$ cat config.mk
export PLATFORM = sky130hd
export DESIGN_NAME = pipe_hazard_ctrl
export DESIGN_NICKNAME = d
export VERILOG_FILES = /design/src/rtl/pipe_hazard_ctrl.sv
export SDC_FILE = /design/constraint.sdc
export NUM_CORES = 1
export LEC_CHECK = 0
export ABC_AREA = 0
export CAP_MARGIN = 20
export CORE_ASPECT_RATIO = 1.4
export CORE_MARGIN = 5
export CORE_UTILIZATION = 43
export CTS_BUF_LIST = sky130_fd_sc_hd__clkbuf_4
export DETAILED_ROUTE_END_ITERATION = 10
export HOLD_SLACK_MARGIN = 0.1
export PLACE_DENSITY = 0.79
export REMOVE_ABC_BUFFERS = 1
export SETUP_SLACK_MARGIN = 0.02
export SLEW_MARGIN = 10
export SYNTH_ARGS = -nofsm -noshare
export SYNTH_HDL_FRONTEND = slang
export SYNTH_SLANG_ARGS = --single-unit
$ cat constraint.sdc
create_clock -name clk -period 2.2 [get_ports clk]
set_clock_uncertainty 0.05 [all_clocks]
set_input_delay 0.44 -clock clk [delete_from_list [all_inputs] [get_ports clk]]
set_output_delay 0.44 -clock clk [all_outputs]
set_load 0.005 [all_outputs]
$ cat src/rtl/pipe_hazard_ctrl.sv
// -----------------------------------------------------------------------------
// pipe_hazard_ctrl
//
// Central pipeline controller for the 5-stage MIPS core. Every cycle it
// decides whether the PC advances, whether IF/ID holds or is flushed to NOP,
// and whether a bubble goes into ID/EX. It detects load-use and
// branch-operand hazards, redirects on taken branches/jumps resolved in ID,
// absorbs instruction-memory wait states and sequences the multi-cycle
// mult/div unit (MDU). Saturating statistics counters track stalls and flushes.
//
// Ports:
//   clk, rst            clock, asynchronous active-high reset
//   id_*                fields/flags of the instruction sitting in ID
//   ex_*                load/regwrite/destination of the instruction in EX
//   mem_*               load/destination of the instruction in MEM
//   imem_ready          instruction fetch completes this cycle
//   pc_we               PC write enable
//   ifid_hold           IF/ID keeps its contents
//   ifid_flush          IF/ID loads NOP
//   idex_bubble         ID/EX loads NOP / zero controls
//   mdu_start           one-cycle start pulse to the MDU
//   mdu_busy            MDU operation in progress
//   stall_cnt           saturating count of stall cycles
//   flush_cnt           saturating count of taken-branch flushes
// -----------------------------------------------------------------------------
module pipe_hazard_ctrl #(
    parameter int MDU_LAT = 32,
    parameter int CNT_W   = 16
) (
    input  logic             clk,
    input  logic             rst,
    input  logic [4:0]       id_rs,
    input  logic [4:0]       id_rt,
    input  logic             id_use_rs,
    input  logic             id_use_rt,
    input  logic             id_branch,
    input  logic             id_bj_taken,
    input  logic             id_mdu_start,
    input  logic             id_mdu_read,
    input  logic             ex_memread,
    input  logic             ex_regwrite,
    input  logic [4:0]       ex_rd,
    input  logic             mem_memread,
    input  logic [4:0]       mem_rd,
    input  logic             imem_ready,
    output logic             pc_we,
    output logic             ifid_hold,
    output logic             ifid_flush,
    output logic             idex_bubble,
    output logic             mdu_start,
    output logic             mdu_busy,
    output logic [CNT_W-1:0] stall_cnt,
    output logic [CNT_W-1:0] flush_cnt
);

    localparam int MW = $clog2(MDU_LAT);
    localparam logic [MW-1:0] MCNT_LOAD = MW'(MDU_LAT - 1);

    typedef enum logic {
        M_IDLE,
        M_BUSY
    } mstate_t;

    mstate_t          state_reg;
    logic [MW-1:0]    mcnt_reg;
    logic [CNT_W-1:0] stall_cnt_reg;
    logic [CNT_W-1:0] flush_cnt_reg;

    logic load_use;
    logic br_dep;
    logic mdu_dep;
    logic stall_id;
    logic redirect;

    // ------------------------------------------------------------------
    // Hazard detection; register 0 is never a real dependency.
    // ------------------------------------------------------------------
    logic ex_rd_nz;
    logic mem_rd_nz;

    assign ex_rd_nz  = (ex_rd != 5'd0);
    assign mem_rd_nz = (mem_rd != 5'd0);

    assign load_use = ex_memread & ex_rd_nz &
                      ((id_use_rs & (id_rs == ex_rd)) |
                       (id_use_rt & (id_rt == ex_rd)));

    // Branches compare operands in ID, so any not-yet-available producer
    // in EX (any regwrite) or a load still in MEM blocks them.
    assign br_dep = id_branch &
                    ((ex_regwrite & ex_rd_nz &
                      ((id_rs == ex_rd) | (id_rt == ex_rd))) |
                     (mem_memread & mem_rd_nz &
                      ((id_rs == mem_rd) | (id_rt == mem_rd))));

    assign mdu_busy = (state_reg == M_BUSY);
    assign mdu_dep  = mdu_busy & (id_mdu_start | id_mdu_read);
    assign stall_id = load_use | br_dep | mdu_dep;

    // A taken branch only redirects once its operands are valid.
    assign redirect = id_bj_taken & ~stall_id;

    // A stalled mult/div is simply retried later; while busy, mdu_dep
    // stalls it so a start can only escape from M_IDLE.
    assign mdu_start = id_mdu_start & ~stall_id & ~rst;

    // ------------------------------------------------------------------
    // Pipeline control, strict priority.
    // ------------------------------------------------------------------
    always_comb begin
        pc_we       = 1'b1;
        ifid_hold   = 1'b0;
        ifid_flush  = 1'b0;
        idex_bubble = 1'b0;
        if (rst) begin
            pc_we       = 1'b0;
            ifid_flush  = 1'b1;
            idex_bubble = 1'b1;
        end else if (stall_id) begin
            pc_we       = 1'b0;
            ifid_hold   = 1'b1;
            idex_bubble = 1'b1;
        end else if (id_bj_taken) begin
            // Redirect wins over a pending fetch; the in-flight fetch is dropped.
            pc_we      = 1'b1;
            ifid_flush = 1'b1;
        end else if (!imem_ready) begin
            pc_we      = 1'b0;
            ifid_flush = 1'b1;
        end
    end

    // ------------------------------------------------------------------
    // MDU sequencer: busy for exactly MDU_LAT cycles after the start cycle.
    // ------------------------------------------------------------------
    always_ff @(posedge clk or posedge rst) begin
        if (rst) begin
            state_reg <= M_IDLE;
            mcnt_reg  <= '0;
        end else begin
            case (state_reg)
                M_IDLE: begin
                    if (mdu_start) begin
                        state_reg <= M_BUSY;
                        mcnt_reg  <= MCNT_LOAD;
                    end
                end
                M_BUSY: begin
                    if (mcnt_reg == '0) begin
                        state_reg <= M_IDLE;
                    end else begin
                        mcnt_reg <= mcnt_reg - 1'b1;
                    end
                end
                default: begin
                    state_reg <= M_IDLE;
                    mcnt_reg  <= '0;
                end
            endcase
        end
    end

    // ------------------------------------------------------------------
    // Saturating statistics counters.
    // ------------------------------------------------------------------
    always_ff @(posedge clk or posedge rst) begin
        if (rst) begin
            stall_cnt_reg <= '0;
            flush_cnt_reg <= '0;
        end else begin
            if (stall_id && (stall_cnt_reg != '1)) begin
                stall_cnt_reg <= stall_cnt_reg + 1'b1;
            end
            if (redirect && (flush_cnt_reg != '1)) begin
                flush_cnt_reg <= flush_cnt_reg + 1'b1;
            end
        end
    end

    assign stall_cnt = stall_cnt_reg;
    assign flush_cnt = flush_cnt_reg;

endmodule

==> qor.csv, run 1 <==
stage;metric;value;unit
worst_setup_path;crit-path cells;buf_6 > or3_1 > o311a_1 > a22o_4 > nor2_4 > buf_6 > buf_6 > nand3_4 > inv_2 > buf_6;
worst_setup_path;family with the most delay on the worst path;simple AND/OR/NAND/NOR gates;
worst_setup_path;Critical Path Source;mem_rd[2];
worst_hold_path;hold path start;stall_cnt[8];
final_layout;layout cell share with drive strength beyond 1;34.1;%
power;power density over the cells;744;mW/mm^2
placed_design;Cells after DPL;380;
worst_setup_path;crit path kind;in -> out;
worst_setup_path;critical path endpoint category;primary output;
worst_setup_path;Max stage delay on crit path;0.38;ns
timing;crit path time final;2.55;ns
synth;Ys Warns;0;
power;Int Pwr;0.00181;W
synth;mapped cell area;0.00214;sq mm
outcome;status;finished, violations left;
routing;via count;2056;
clock_network;cts bufs inserted;5;
die;# IOs;70;
worst_setup_path;CP dominant cell by count;buf_6;
power;Combinational Power Share;45.5;%
placed_design;# port buffers;69;
power;clock power share;16.9;%
timing;number of setup violations in the final report;35;
die;Chip Height;93.5;um
worst_setup_path;reg-to-reg startpoint;flush_cnt[0];
power;share of total power in sequential cells;37.7;%
power;Sw Ratio;32.7;%
die;Core ar.;0.00484;sq mm
worst_setup_path;crit path DAT;2.06;ns
global_route;antenna violations before repair;0;
routing;Vias/cell;5.17;
routing;initial drt markers;61;
worst_setup_path;WP buf/inv;5;
final_layout;most frequent cells in the layout;clkdlybuf4s50_1, dfrtp_1, xnor2_1, buf_4, buf_6;
timing;final hold slack;0.439;ns
routing;drt wl/cell;15.9;um
final_layout;NumNets Final;370;
timing;FMAX;392;MHz
outcome;failing checks;setup timing;
worst_setup_path;Startpoint Class;primary input;
clock_network;CTS root buf;clkbuf_4;
worst_setup_path;Req. time, crit path;1.71;ns
synth;library cells used by synthesis;34;
power;Leakage;1.64;nW
clock_network;Clock Latency Late Sink;0.34;ns
power;total power;0.00269;W
clock_network;hold_buf cts;0;
clock_network;clk slew on worst S/H paths;0.10;ns
clock_network;Clock Tree Buf Depth;2;
die;Cell Rows;30;
worst_setup_path;CP max FO;3;
timing;post-route setup TNS;-4.23;ns
placed_design;Final HPWL DP;4080;um
die;DIE AREA;0.00652;sq mm
global_route;first-pass GRT wire length;10400;um
timing;Max-slew headroom;65.0;%
final_layout;commonest non-fill, non-tap cell in the layout;clkdlybuf4s50_1;
routing;# DRC;0;
timing;Final Hold Viols;0;
timing;Max Slew Vio Count;0;
timing;unrepaired setup endpoints after global routing;true;
clock_network;clock sink count;38;
power;worst vdd ir;0.695;mV
synth;synthesized area per cell;9.97;sq um
synth;Post-synth EDFFs;0;
worst_hold_path;Hold Crit Class;reg -> reg;
clock_network;TritonCTS clock tree;built;
global_route;GRT Util Overall;20.0;%
placed_design;gpl congestion;0.897;
synth;top_reg_cell synth;dfrtp_1;
synth;Async SR Flop Fraction;100;%
final_layout;Area Growth Syn to Fin;68.9;%
final_layout;n_diodes;0;
clock_network;H-Tree Depth;2;
global_route;number of global-route vias before repair;2150;
routing;routed wire length;6340;um
timing;measured slew at the worst slew-check pin;0.524;ns
routing;Post-DRT Antenna Nets;0;
timing;setup ws final;-0.353;ns
timing;crit share post-route;116;%
routing;drt first pass iters;4;
die;die width;69.7;um
worst_setup_path;CP max stage cell;or3_1;
global_route;largest net degree at the start of global routing;39;
die;Initial Util;44.3;%
final_layout;Post-Layout Cell Count;398;
synth;Mapped Cells;215;
synth;Yosys reg bits;38;
synth;post-synthesis sequential area ratio;44.4;%
power;sw power;0.000881;W
global_route;total gr overflow;0;
job;Max Cap Viol;0;
==> per-stage QoR <==
step / cell area (sq um) / setup slack [ns] / util [%]
after floorplan: 2120 / -0.172 / -
after global placement: 3160 / -1.01 / 65.3
after detailed placement: 3160 / -1.08 / 65.3
after CTS: 3560 / -0.310 / 73.4
after global routing: 3620 / -0.391 / 74.8
final: 3620 / -0.353 / 74.8
==> kinds of logic (layout without fill, tap and decap cells) <==
kind of cell,count (synthesis),after routing,synth area share [%]
XOR/XNOR,49,49,20.0
flip-flops,38,38,44.4
adder cells (fa/ha/maj),4,4,2.34
multiplexers,3,3,1.58
AND/OR/NAND/NOR,93,93,23.4
buffers and inverters,8,127,2.10
AO/OA/AOI/OAI,20,20,6.25
==> cells in the mapped netlist, types with 2 or more instances <==
cell,number,share of area [%]
a21oi_1,7,1.6
and2_1,3,0.88
and3_1,13,3.8
buf_6,2,1.1
dfrtp_1,38,44
ha_1,4,2.3
inv_1,5,0.88
mux2_2,2,1.1
nand2_1,21,3.7
nand2b_1,2,0.58
nand3_1,16,3.7
nand3_2,4,1.9
nand4_1,12,3.5
nor2_1,14,2.5
nor2b_1,2,0.58
nor3_1,2,0.47
o21ai_0,3,0.70
o22ai_1,2,0.58
xnor2_1,47,19
xor2_1,2,0.82
==> power by group through the flow <==
| stage | clock, W | sequential [W] | combinational [W] |
|---|---|---|---|
| after floorplan | 0 | 0.00103 | 0.000420 |
| after detailed placement | 0 | 0.00101 | 0.00102 |
| after global placement | 0 | 0.00100 | 0.00100 |
| final | 0.000454 | 0.00102 | 0.00122 |
| after CTS | 0.000467 | 0.00100 | 0.00121 |
| after global routing | 0.000495 | 0.00104 | 0.00133 |
==> path summary, 6_finish.rpt <==
path,end,depth (start not counted),slack (ns)
min in group asynchronous,mcnt_reg[3],3,0.64
max,mdu_start,10,-0.35
min reg2reg,stall_cnt[8],1,0.44
min,stall_cnt[8],1,0.44
max reg2reg,flush_cnt[1],8,0.19
max in group asynchronous,stall_cnt[0],3,1.10
==> routing by layer <==
| metal | share of wire, % | GRT usage, % | up-vias |
|---|---|---|---|
| li1 | - | - | 990 |
| met5 | 0 | 0 | - |
| met4 | 1.4 | 6.23 | 0 |
| met1 | 39 | 22.5 | 987 |
| met2 | 53 | 36.7 | 71 |
| met3 | 6.1 | 5.27 | 8 |
==> repair_timing <==
item,CTS,global route
setup endpoints to repair,43,42
cloned,1,0
buffers inserted,14,5
resized for setup,113,23
pin swaps,48,32
==> final cells by class <==
type / count / area, sq um
multi-input cells: 169 / 1450
fillers: 332 / 1220
repair buffers: 115 / 1050
flip-flops and latches: 38 / 951
well taps: 64 / 80.1
clock buffers: 5 / 37.5
clock inverters: 2 / 33.8
inverters: 5 / 18.8
(Power assumes the default switching activity.)
==> run 2, diff against run 1 <==
Settings changed: CELL_PAD_IN_SITES_DETAIL_PLACEMENT set to 1, CELL_PAD_IN_SITES_GLOBAL_PLACEMENT set to 2, CORE_ASPECT_RATIO 1.4 to unset, CORE_UTILIZATION 43 to 26, PLACE_DENSITY 0.79 to unset, PLACE_DENSITY_LB_ADDON set to 0.1.
==> run 2 against run 1 <==
  * The flow still finishes with violations (setup timing)
  * Combinational power decreased by 15%
  * Fmax increased by 1.0%
  * Wire length increased by 1.7%
  * Via count decreased by 4.5%
  * Die area increased by 56%
  * Sequential share of layout area increased by 1.7 points
  * Clock power decreased by 19%
  * Total power decreased by 9.7%
  * First-iteration DRC count decreased by 30%
  * Cell area decreased by 6.0%
  * Highest routed layer unchanged
==> qor.csv, run 2 (synthesis results as in run 1) <==
stage;metric;value;unit;change
timing;Max-slew headroom;65.5;%;+0.51 points
final_layout;most frequent cells in the layout;clkdlybuf4s50_1, xnor2_1, dfrtp_1, buf_4, nand2_1;;
power;share of total power in sequential cells;42.1;%;+4.4 points
placed_design;DP Area;0.00315;sq mm;-0.28%
worst_setup_path;Critical Path Source;mem_rd[1];;
final_layout;Multi-input gate area;0.00130;sq mm;-9.9%
timing;final hold slack;0.441;ns;+0.00171 ns
timing;setup ws final;-0.327;ns;+0.0261 ns
die;Chip Height;101;um;+7.8%
worst_setup_path;Startpoint Class;primary input;;
worst_setup_path;CP max stage cell;or3_4;;
timing;crit path time final;2.53;ns;-0.0261 ns
global_route;number of global-route vias before repair;2115;;-1.6%
timing;measured slew at the worst slew-check pin;0.517;ns;-0.00657 ns
worst_setup_path;crit path DAT;2.04;ns;-0.02 ns
final_layout;commonest non-fill, non-tap cell in the layout;clkdlybuf4s50_1;;
worst_setup_path;crit path kind;in -> out;;
placed_design;# port buffers;69;;unchanged
routing;drt first pass iters;4;;unchanged
clock_network;H-Tree Depth;2;;unchanged
clock_network;clk slew on worst S/H paths;0.11;ns;about the same
worst_setup_path;crit-path cells;buf_6 > or3_4 > o311a_1 > a22o_1 > nor2_4 > buf_6 > nand3_4 > buf_6 > buf_6;;
worst_setup_path;Worst R2R Setup Slack;0.07;ns;-0.12 ns
die;Cell Rows;33;;+10%
clock_network;Clock Latency Late Sink;0.33;ns;about the same
routing;Post-DRT Antenna Nets;0;;unchanged
power;clock power share;15.1;%;-1.8 points
clock_network;cts bufs inserted;5;;unchanged
final_layout;n_diodes;0;;unchanged
worst_setup_path;R2R depth;9;;+1
worst_hold_path;hold path start;stall_cnt[8];;
global_route;total gr overflow;0;;unchanged
timing;Max Slew Vio Count;0;;unchanged
power;worst vdd ir;0.457;mV;-34%
worst_setup_path;critical path endpoint category;primary output;;
power;sw power;0.000815;W;-7.4%
die;die width;101;um;+45%
placed_design;Final HPWL DP;4850;um;+19%
routing;routed wire length;6450;um;+1.7%
worst_setup_path;Req. time, crit path;1.71;ns;about the same
final_layout;# fillers;934;;+180%
final_layout;layout cell share with drive strength beyond 1;24.6;%;-9.5 points
worst_hold_path;Hold Crit Class;reg -> reg;;
global_route;GRT Util Overall;13.1;%;-6.9 points
power;Int Pwr;0.00162;W;-11%
power;Leakage;1.43;nW;-13%
final_layout;Non-Filler Cell Area, Final;0.00340;sq mm;-6.0%
power;Sw Ratio;33.5;%;+0.84 points
worst_setup_path;CP dominant cell by count;buf_6;;
timing;unrepaired setup endpoints after global routing;true;;
routing;# DRC;0;;unchanged
global_route;antenna violations before repair;0;;unchanged
global_route;largest net degree at the start of global routing;39;;unchanged
timing;Final Hold Viols;0;;unchanged
die;# IOs;70;;unchanged
final_layout;Register Area;951;sq um;unchanged
clock_network;Clock Tree Buf Depth;2;;unchanged
outcome;failing checks;setup timing;;
global_route;first-pass GRT wire length;10700;um;+2.8%
die;Initial Util;26.3;%;-18 points
worst_setup_path;Max stage delay on crit path;0.37;ns;about the same
routing;drt wl/cell;15.1;um;-5.0%
timing;post-route setup TNS;-1.33;ns;+2.89 ns
timing;FMAX;396;MHz;+1.0%
worst_hold_path;cell count of the worst hold path;1;;unchanged
power;power density over the cells;715;mW/mm^2;-3.9%
die;Core ar.;0.00813;sq mm;+68%
job;Max Cap Viol;0;;unchanged
placed_design;pre-CTS setup slack;-1.15;ns;-0.0682 ns
worst_hold_path;hold endpoint;stall_cnt[8];;
timing;number of setup violations in the final report;5;;-86%
final_layout;NumNets Final;357;;-3.5%
timing;crit share post-route;115;%;-1.2 points
final_layout;fin util;41.8;%;-33 points
worst_setup_path;CP max FO;3;;unchanged
worst_setup_path;reg-to-reg startpoint;stall_cnt[0];;
worst_setup_path;Crit Reg-Reg Endpoint;stall_cnt[8];;
die;DIE AREA;0.0102;sq mm;+56%
clock_network;CTS root buf;clkbuf_4;;
clock_network;TritonCTS clock tree;built;;
routing;Vias/cell;4.61;;-11%
final_layout;Area Growth Syn to Fin;58.7;%;
power;Combinational Power Share;42.8;%;-2.7 points
clock_network;clock sink count;38;;unchanged
placed_design;gpl congestion;0.719;;-20%
routing;via count;1963;;-4.5%
routing;initial drt markers;43;;-30%
outcome;status;finished, violations left;;
[run 2: changes by cell type in the layout (fill, tap and decap cells not counted), moves of 3 or more]
cell and change:
nand2_1 +9, xnor2_1 +9, xnor2_2 -9, buf_6 -8, buf_4 -6, nand2_4 -5
nand2_2 -4, a21oi_2 -3
[run 2: stage by stage]
step	power, W	cells
6_report	0.00243	426
4_1_cts	0.00245	425
2_1_floorplan	0.00145	212
3_5_place_dp	0.00202	413
3_3_place_gp	0.00201	413
5_1_grt	0.00262	426
[run 2: critical path, delay by kind of cell]
kind / cells / cell delay [ns]
simple gates: 3 / 0.61
compound gates: 2 / 0.55
buf+inv: 4 / 0.43
[run 2: routing by layer]
layer | up-vias | part of all wire (%) | GRT usage, %
met1 | 947 | 49 | 18.3
met4 | 0 | 0.71 | 3.11
met5 | - | 0 | 0
met3 | 4 | 8.0 | 3.11
met2 | 54 | 42 | 20.5
li1 | 958 | - | -
[run 2: worst max-delay path by stage]
| stage | slack [ns] | end | cells after the start |
|---|---|---|---|
| after floorplan | -0.17 | pc_we | 6 |
| after global placement | -1.13 | ifid_flush | 8 |
| after detailed placement | -1.15 | pc_we | 8 |
| after CTS | -0.32 | idex_bubble | 9 |
| after global routing | -0.38 | idex_bubble | 9 |
| final | -0.33 | idex_bubble | 9 |
[run 2: timing repair]
item | 4_1_cts | 5_1_grt
gates cloned | 0 | 0
hold buffers | 0 | 0
resized for setup | 81 | 13
setup endpoints to repair | 43 | 28
pin swaps | 17 | 9
setup buffers | 5 | 2
[run 2: final cells by class]
type,count,share of cell area [%]
Clock buffer,7,1.54
Inverter,5,0.552
Multi-Input combinational cell,169,38.3
Sequential cell,38,28.0
Tap cell,105,3.86
Timing Repair Buffer,102,27.8
[run 2: power groups by stage]
stage,combinational [W],sequential [W],clock (W)
finish,0.00104,0.00103,0.000367
global route,0.00115,0.00105,0.000416
CTS,0.00103,0.00103,0.000396
detailed placement,0.000982,0.00104,0
global placement,0.000969,0.00104,0
floorplan,0.000420,0.00103,0
==> run 3, diff against run 2 <==
Settings changed: CORE_ASPECT_RATIO set to 1.1, CORE_UTILIZATION 26 to 35, DONT_BUFFER_PORTS set to 1.
==> run 3 against run 2 <==
  * The run still ends with setup timing left
  * Cell area fell by 23%
  * Clock-buffer cell count fell by 2
  * Sequential share of layout area rose by 8.3 points
  * Sequential power barely moved
  * Clock power rose by 59%
  * Combinational power fell by 29%
  * Hold slack got worse by 0.30 ns
==> qor.csv, run 3 (synthesis results as in run 1) <==
stage;metric;value;unit;change
final_layout;Area Growth Syn to Fin;22.4;%;
final_layout;Multi-input gate area;0.00121;sq mm;-7.2%
timing;number of setup violations in the final report;3;;-2
clock_network;hold_buf cts;0;;unchanged
die;DIE AREA;0.00779;sq mm;-23%
worst_setup_path;crit path kind;in -> out;;
final_layout;Register Area;951;sq um;unchanged
die;# IOs;70;;unchanged
timing;setup ws final;-0.0378;ns;+0.289 ns
clock_network;clk slew on worst S/H paths;0.12;ns;about the same
job;Max Cap Viol;0;;unchanged
final_layout;Non-Filler Cell Area, Final;0.00262;sq mm;-23%
routing;via count;1696;;-14%
final_layout;commonest non-fill, non-tap cell in the layout;xnor2_1;;
clock_network;CTS root buf;clkbuf_4;;
timing;crit path time final;2.24;ns;-0.289 ns
final_layout;NumNets Final;284;;-20%
global_route;first-pass GRT wire length;9540;um;-11%
placed_design;# port buffers;0;;-100%
timing;final hold slack;0.143;ns;-0.298 ns
routing;routed wire length;5750;um;-11%
power;Leakage;1.09;nW;-24%
timing;FMAX;447;MHz;+13%
final_layout;layout cell share with drive strength beyond 1;22.1;%;-2.5 points
final_layout;# fillers;710;;-24%
die;Core ar.;0.00608;sq mm;-25%
placed_design;gpl congestion;0.812;;+13%
worst_setup_path;critical path endpoint category;primary output;;
worst_setup_path;CP max FO;4;;+1
outcome;status;finished, violations left;;
timing;Max-slew headroom;66.9;%;+1.3 points
die;die width;84.6;um;-16%
timing;Final Hold Viols;0;;unchanged
worst_setup_path;crit path DAT;1.75;ns;-0.29 ns
clock_network;H-Tree Depth;2;;unchanged
placed_design;Cells after DPL;315;;-24%
clock_network;TritonCTS clock tree;built;;
power;power density over the cells;899;mW/mm^2;+26%
clock_network;cts bufs inserted;5;;unchanged
routing;Vias/cell;5.16;;+12%
final_layout;most frequent cells in the layout;xnor2_1, dfrtp_1, buf_4, nand2_1, nand3_1;;
routing;# DRC;0;;unchanged
worst_hold_path;Hold Crit Class;in -> async;;
final_layout;Post-Layout Cell Count;329;;-23%
routing;drt wl/cell;17.5;um;+16%
global_route;GRT Util Overall;15.3;%;+2.2 points
clock_network;Clock Tree Buf Depth;2;;unchanged
die;Initial Util;35.2;%;+8.9 points
timing;crit share post-route;102;%;-13 points
die;Cell Rows;30;;-9.1%
power;total power;0.00236;W;-3.1%
routing;initial drt markers;54;;+26%
timing;unrepaired setup endpoints after global routing;true;;
outcome;failing checks;setup timing;;
timing;post-route setup TNS;-0.0782;ns;+1.26 ns
global_route;antenna violations before repair;0;;unchanged
worst_setup_path;Startpoint Class;primary input;;
clock_network;Clock Latency Late Sink;0.34;ns;about the same
global_route;total gr overflow;0;;unchanged
power;worst vdd ir;0.670;mV;+47%
placed_design;Final HPWL DP;4520;um;-6.9%
global_route;largest net degree at the start of global routing;39;;unchanged
routing;Post-DRT Antenna Nets;0;;unchanged
final_layout;n_diodes;0;;unchanged
timing;Max Slew Vio Count;0;;unchanged
timing;measured slew at the worst slew-check pin;0.497;ns;-0.0201 ns
placed_design;DP Area;0.00240;sq mm;-24%
global_route;number of global-route vias before repair;1946;;-8.0%
routing;drt first pass iters;3;;-1
worst_setup_path;Req. time, crit path;1.71;ns;about the same
clock_network;clock sink count;38;;unchanged
die;Chip Height;92.1;um;-8.7%
-- run 3: cell count changes in the layout (fill, tap and decap cells not counted), moves of 4 or more --
cell             previous run  this run
buf_2                       4         0
buf_6                      13         3
clkdlybuf4s50_1            44         0
xnor2_2                     5         0
xnor2_1                    41        47
dlygate4sd2_1              16         0
-- run 3: report_power, final --
part	internal, W	switching [W]	total (W)	leakage, nW
clock	0.000350	0.000235	0.000585	0.0528
combinational	0.000385	0.000352	0.000737	0.548
sequential	0.000856	0.000179	0.00103	0.490
-- run 3: timing repair --
action                     4_1_cts  5_1_grt
buffers inserted                 5        1
resized for setup               17        1
pin swaps                        8        2
setup endpoints to repair       16       12
-- run 3: area by class of cell --
cell class / instances / share of cell area [%]
Clock buffer: 5 / 1.43
Sequential cell: 38 / 36.3
Inverter: 5 / 0.716
Multi-Input combinational cell: 169 / 46.1
Tap cell: 80 / 3.82
Clock inverter: 3 / 2.43
Timing Repair Buffer: 29 / 9.21
-- run 3: final timing paths --
kind / from / to / slack [ns] / depth (start not counted)
setup / recovery: mem_rd[2] / idex_bubble / -0.04 / 6
hold reg to reg: flush_cnt[8] / flush_cnt[8] / 0.48 / 1
min in group clk: id_mdu_start / mdu_busy / 0.34 / 3
hold / removal: rst / mcnt_reg[0] / 0.14 / 2
setup reg to reg: stall_cnt[1] / stall_cnt[1] / 0.13 / 9
max in group asynchronous: rst / stall_cnt[3] / 1.60 / 2
-- run 3: metrics by stage --
| stage | util [%] | setup WS, ns |
|---|---|---|
| global route | 43.1 | -0.0963 |
| CTS | 43.0 | -0.0520 |
| detailed placement | 39.5 | -0.266 |
| global placement | 39.5 | -0.191 |
| finish | 43.1 | -0.0378 |
| floorplan | - | -0.172 |
-- run 3: routing by layer --
metal,wire length [um],up-vias,global-route usage [%]
met5,0,-,0
met4,61,0,4.22
met3,438,6,4.94
met2,3020,50,27.9
met1,2230,827,16.7
li1,-,813,-
-- run 3: worst max-delay path, cell delays in order --
cell     delay (ns)
or3_4          0.37
o311a_1        0.31
a22o_4         0.23
nor2_4         0.15
nand3_2        0.10
buf_4          0.15
